### src/rtl/sar_adc_tm.sv
// Successive-approximation ADC controller: vin (mV) -> largest N_BITS code with code*LSB_MV <= vin; ADC_ROUND_EN selects round-to-nearest.
// Latency: start accepted at edge 0, done pulses in the cycle after edge N_BITS; start-to-start period N_BITS+2.
// Backpressure: none; start is only sampled in IDLE and is dropped (not queued) while busy.
module sar_adc_tm #(
    parameter int N_BITS = 4,
    parameter int LSB_MV = 75,
    parameter int VIN_W  = 12
) (
    input  logic              clk,
    input  logic              rst_n,
    input  logic              start,
    input  logic [VIN_W-1:0]  vin,
    output logic              busy,
    output logic              done,
    output logic [N_BITS-1:0] code,
    output logic              overrange
);
    localparam int CW = VIN_W + N_BITS + $clog2(LSB_MV) + 1;
    localparam int KW = (N_BITS > 1) ? $clog2(N_BITS) : 1;
    localparam logic [CW-1:0] FULL_MV = CW'((2 ** N_BITS) * LSB_MV);
`ifdef ADC_ROUND_EN
    localparam logic [VIN_W:0] BIAS = (VIN_W + 1)'(LSB_MV / 2);
`endif

    typedef enum logic [1:0] {
        S_IDLE,
        S_CONVERT,
        S_DONE
    } state_t;

    state_t            state_q;
    logic [VIN_W-1:0]  vin_q;
    logic [N_BITS-1:0] result_q;
    logic [KW-1:0]     k_q;
    logic              busy_q;
    logic              done_q;
    logic [N_BITS-1:0] code_q;
    logic              ovr_q;

    logic [N_BITS-1:0] cand;
    logic [N_BITS-1:0] result_d;
    logic [VIN_W:0]    vin_cmp;
    logic [CW-1:0]     cand_mv;
    logic [CW-1:0]     vin_ext;

    // Trial DAC: bits below k are still zero, so cand is the trial with bit k set.
    always_comb begin
        cand    = result_q | (N_BITS'(1) << k_q);
        cand_mv = CW'(cand) * CW'(LSB_MV);
`ifdef ADC_ROUND_EN
        vin_cmp = {1'b0, vin_q} + BIAS;
`else
        vin_cmp = {1'b0, vin_q};
`endif
        vin_ext  = CW'(vin_cmp);
        result_d = (cand_mv <= vin_ext) ? cand : result_q;
    end

    always_ff @(posedge clk or negedge rst_n) begin
        if (!rst_n) begin
            state_q  <= S_IDLE;
            vin_q    <= '0;
            result_q <= '0;
            k_q      <= '0;
            busy_q   <= 1'b0;
            done_q   <= 1'b0;
            code_q   <= '0;
            ovr_q    <= 1'b0;
        end else begin
            case (state_q)
                S_IDLE: begin
                    if (start) begin
                        vin_q    <= vin;
                        result_q <= '0;
                        k_q      <= KW'(N_BITS - 1);
                        busy_q   <= 1'b1;
                        state_q  <= S_CONVERT;
                    end
                end
                S_CONVERT: begin
                    result_q <= result_d;
                    if (k_q != '0) begin
                        k_q <= k_q - KW'(1);
                    end else begin
                        code_q  <= result_d;
                        ovr_q   <= (vin_ext >= FULL_MV);
                        done_q  <= 1'b1;
                        state_q <= S_DONE;
                    end
                end
                S_DONE: begin
                    done_q  <= 1'b0;
                    busy_q  <= 1'b0;
                    state_q <= S_IDLE;
                end
                default: begin
                    done_q  <= 1'b0;
                    busy_q  <= 1'b0;
                    state_q <= S_IDLE;
                end
            endcase
        end
    end

    assign busy      = busy_q;
    assign done      = done_q;
    assign code      = code_q;
    assign overrange = ovr_q;

endmodule

### config.mk
export PLATFORM = sky130hd
export DESIGN_NAME = sar_adc_tm
export DESIGN_NICKNAME = d
export VERILOG_FILES = /design/src/rtl/sar_adc_tm.sv
export SDC_FILE = /design/constraint.sdc
export NUM_CORES = 1
export LEC_CHECK = 0
export ABC_AREA = 1
export CORE_AREA = 2 2 59 61
export CTS_CLUSTER_SIZE = 24
export DETAILED_ROUTE_END_ITERATION = 10
export DIE_AREA = 0 0 61 63
export PLACE_DENSITY = 0.83
export SLEW_MARGIN = 30
export SYNTH_ARGS = -nofsm -noshare
export SYNTH_HDL_FRONTEND = slang
export SYNTH_SLANG_ARGS = --single-unit
### constraint.sdc
create_clock -name clk -period 10 [get_ports clk]
set_clock_uncertainty 0.1 [all_clocks]
set_input_delay 1.5 -clock clk [delete_from_list [all_inputs] [get_ports clk]]
set_output_delay 1.5 -clock clk [all_outputs]
set_load 0.02 [all_outputs]
==> impl_metrics.json <==
{
  "final_common_cell": "nand2_1",
  "drc_errors": 0,
  "finalCritPeriodShare_pct": 38.50,
  "clk_pin_slew_ns": 0.15,
  "dr.pass1.iters": 4,
  "core_area_sq_mm": 0.003232,
  "die_area_sq_mm": 0.003843,
  "cp_cell_sequence": "ha_1, or2_2, ha_1, fa_1, ha_1, nand3_1, nand2_1, a21oi_1, o21ai_1, xor2_1, inv_1, ha_1, nand2_1, inv_2, nand2_2, nor2_4, nand2_1, nand3_2, nand3_1, nand3_1, nand2_1",
  "cts-buffers-inserted": 3,
  "antenna_left": 0,
  "fin_crit_ns": 3.850,
  "insertion_delay_ns": 0.34,
  "holdCritPathClass": "reg2reg",
  "finalSetupViolations": 0,
  "cpPeakStageDelay_ns": 0.45,
  "whs_path_depth": 2,
  "reg2regPathDepth": 21,
  "status": "complete, no violations",
  "synth_cells": 223,
  "critical_path.slowest_cell": "dfrtp_1",
  "worst_slew_pin_slew_ns": 0.5120,
  "finalSetupTns_ns": 0,
  "grt_pass1_vias": 1425,
  "initialDrtViolationCount": 76,
  "fillers": 276,
  "fmax_mhz": 259.7,
  "synth.avg_cell_area_sq_um": 8.388,
  "io_buffers": 21,
  "rsz0062_at_grt": "no",
  "holdPathEnd": "code[0]",
  "layout-drive-gt1-share_pct": 10.16,
  "cts_tree": "built",
  "cts_buffer_depth": 2,
  "root_buffer": "clkbuf_4",
  "arrival_ns": 4.00,
  "final_core_util_pct": 66.78,
  "hold_viol": 0,
  "htreeDepth": 1,
  "min_from": "code[0]",
  "end_kind": "flip-flop",
  "antenna_found_initial": 0,
  "die_width_um": 61,
  "vias": 1452,
  "grt-ovfl-total": 0,
  "maxCapViolCount": 0,
  "die_height_um": 63,
  "required_ns": 10.15,
  "yosysUniqueCellTypes": 30,
  "relSlewSlack_pct": 65.79,
  "holdBufCountCts": 0,
  "ys_seq_area_share_pct": 36.12,
  "ys_ff_latch": 27,
  "post_cts_buffers": 0,
  "cts_sinks": 27,
  "post_cts.resized_instances": 0,
  "r2r_start": "k_q[1]",
  "rows": 21,
  "synth.cell_area_sq_mm": 0.001871,
  "grt_pass1_wl_um": 6065,
  "area_delta_synth_final_pct": 15.38,
  "grt_use_total_pct": 20.78,
  "r2r_setup_slack_ns": 6.15,
  "ys_warn_count": 0,
  "place_congestion": 0.8567,
  "pin_count": 22,
  "drv_slew": 0,
  "dpl.hpwl_um": 2743,
  "worstPathMaxFanout": 6,
  "final_cell_mix": "nand2_1 (55), inv_1 (38), ha_1 (28)",
  "synth_nets": 267,
  "num-nets-final": 291,
  "route.detailed.vias_per_inst": 4.973,
  "r2r-end": "result_q[0]",
  "critPathKind": "reg2reg",
  "drt-total-wl_um": 3417,
  "initial_core_util_pct": 57.88,
  "final_cell_area_sq_mm": 0.002158,
  "grt_start_max_net_pins": 28,
  "antenna_cells": 0,
  "wl_per_cell_um": 11.70,
  "start_kind": "flip-flop",
  "placed_area_sq_mm": 0.002128
}
layer usage:
metal / vias up / GRT usage [%] / routed length [um]
met5: - / 0 / 0
met1: 657 / 26.99 / 1545
met4: 0 / 7.609 / 46
met2: 38 / 34.14 / 1677
li1: 751 / - / -
met3: 6 / 3.106 / 148
worst max-delay path: cells and delay by family, from the launching register on:
kind	cells	cell delay (ns)
buf+inv	2	0.11
flops	1	0.45
compound gates	2	0.22
fa+ha+maj	5	1.56
simple gates	11	1.18
xor+xnor	1	0.15
stage by stage:
stage | worst slack, ns | hold WS (ns) | instances
2_1_floorplan | 6.379 | 0.3483 | 223
3_3_place_gp | 6.262 | 0.3634 | 288
3_5_place_dp | 6.173 | 0.3646 | 288
4_1_cts | 6.136 | 0.4018 | 292
5_1_grt | 5.839 | 0.4330 | 292
6_report | 6.150 | 0.3949 | 292
kinds of logic (layout without fill, tap and decap cells):
kind of cell	Yosys count	in the layout	share of synthesized area, %
adders and majority gates	29	29	19.80
and+or+nand+nor	88	88	23.08
DFF	27	27	36.12
xor gates and xnor gates	6	6	2.809
AOI/OAI and AO/OA	28	28	8.830
buffers and inverters	45	68	9.364
Yosys cell counts, drive strengths merged:
cell type,instances,area share [%]
fa,1,1.1
buf,2,0.67
a21oi,8,2.3
or2,2,0.67
xnor2,1,0.47
clkbuf,1,0.27
o31ai,1,0.40
o21ai,16,4.9
ha,28,19
inv,42,8.4
a31oi,1,0.33
a22oi,1,0.40
nand3,13,4.0
nand2,58,13
nand4,3,1.7
nor2,12,4.1
xor2,5,2.3
dfrtp,27,36
a2bb2oi,1,0.47
worst max-delay path by stage:
stage / start / to / slack, ns / depth (start not counted)
finish: k_q[1] / result_q[0] / 6.15 / 21
global route: k_q[0] / code[3] / 5.84 / 23
CTS: k_q[1] / result_q[3] / 6.14 / 19
detailed placement: k_q[1] / result_q[0] / 6.17 / 21
global placement: k_q[1] / result_q[0] / 6.26 / 21
floorplan: k_q[1] / code[1] / 6.38 / 22
sequential cells by signal, indices dropped and copies added, names as in the netlist:
name / count
busy: 1
result_q: 4
k_q: 2
vin_q: 12
done: 1
code: 4
overrange: 1
state_q: 2
layout make-up:
type	count	area, sq um	share of cell area [%]
Multi-Input combinational cell	151	1020	47.25
Sequential cell	27	675.6	31.30
Inverter	42	157.7	7.304
Tap cell	46	57.56	2.667
Clock inverter	1	7.507	0.3478
Clock buffer	3	22.52	1.043
Timing Repair Buffer	22	217.7	10.09
Power is not shown: default switching activity piles up to over one toggle a cycle in this logic, so the estimate is an artifact.
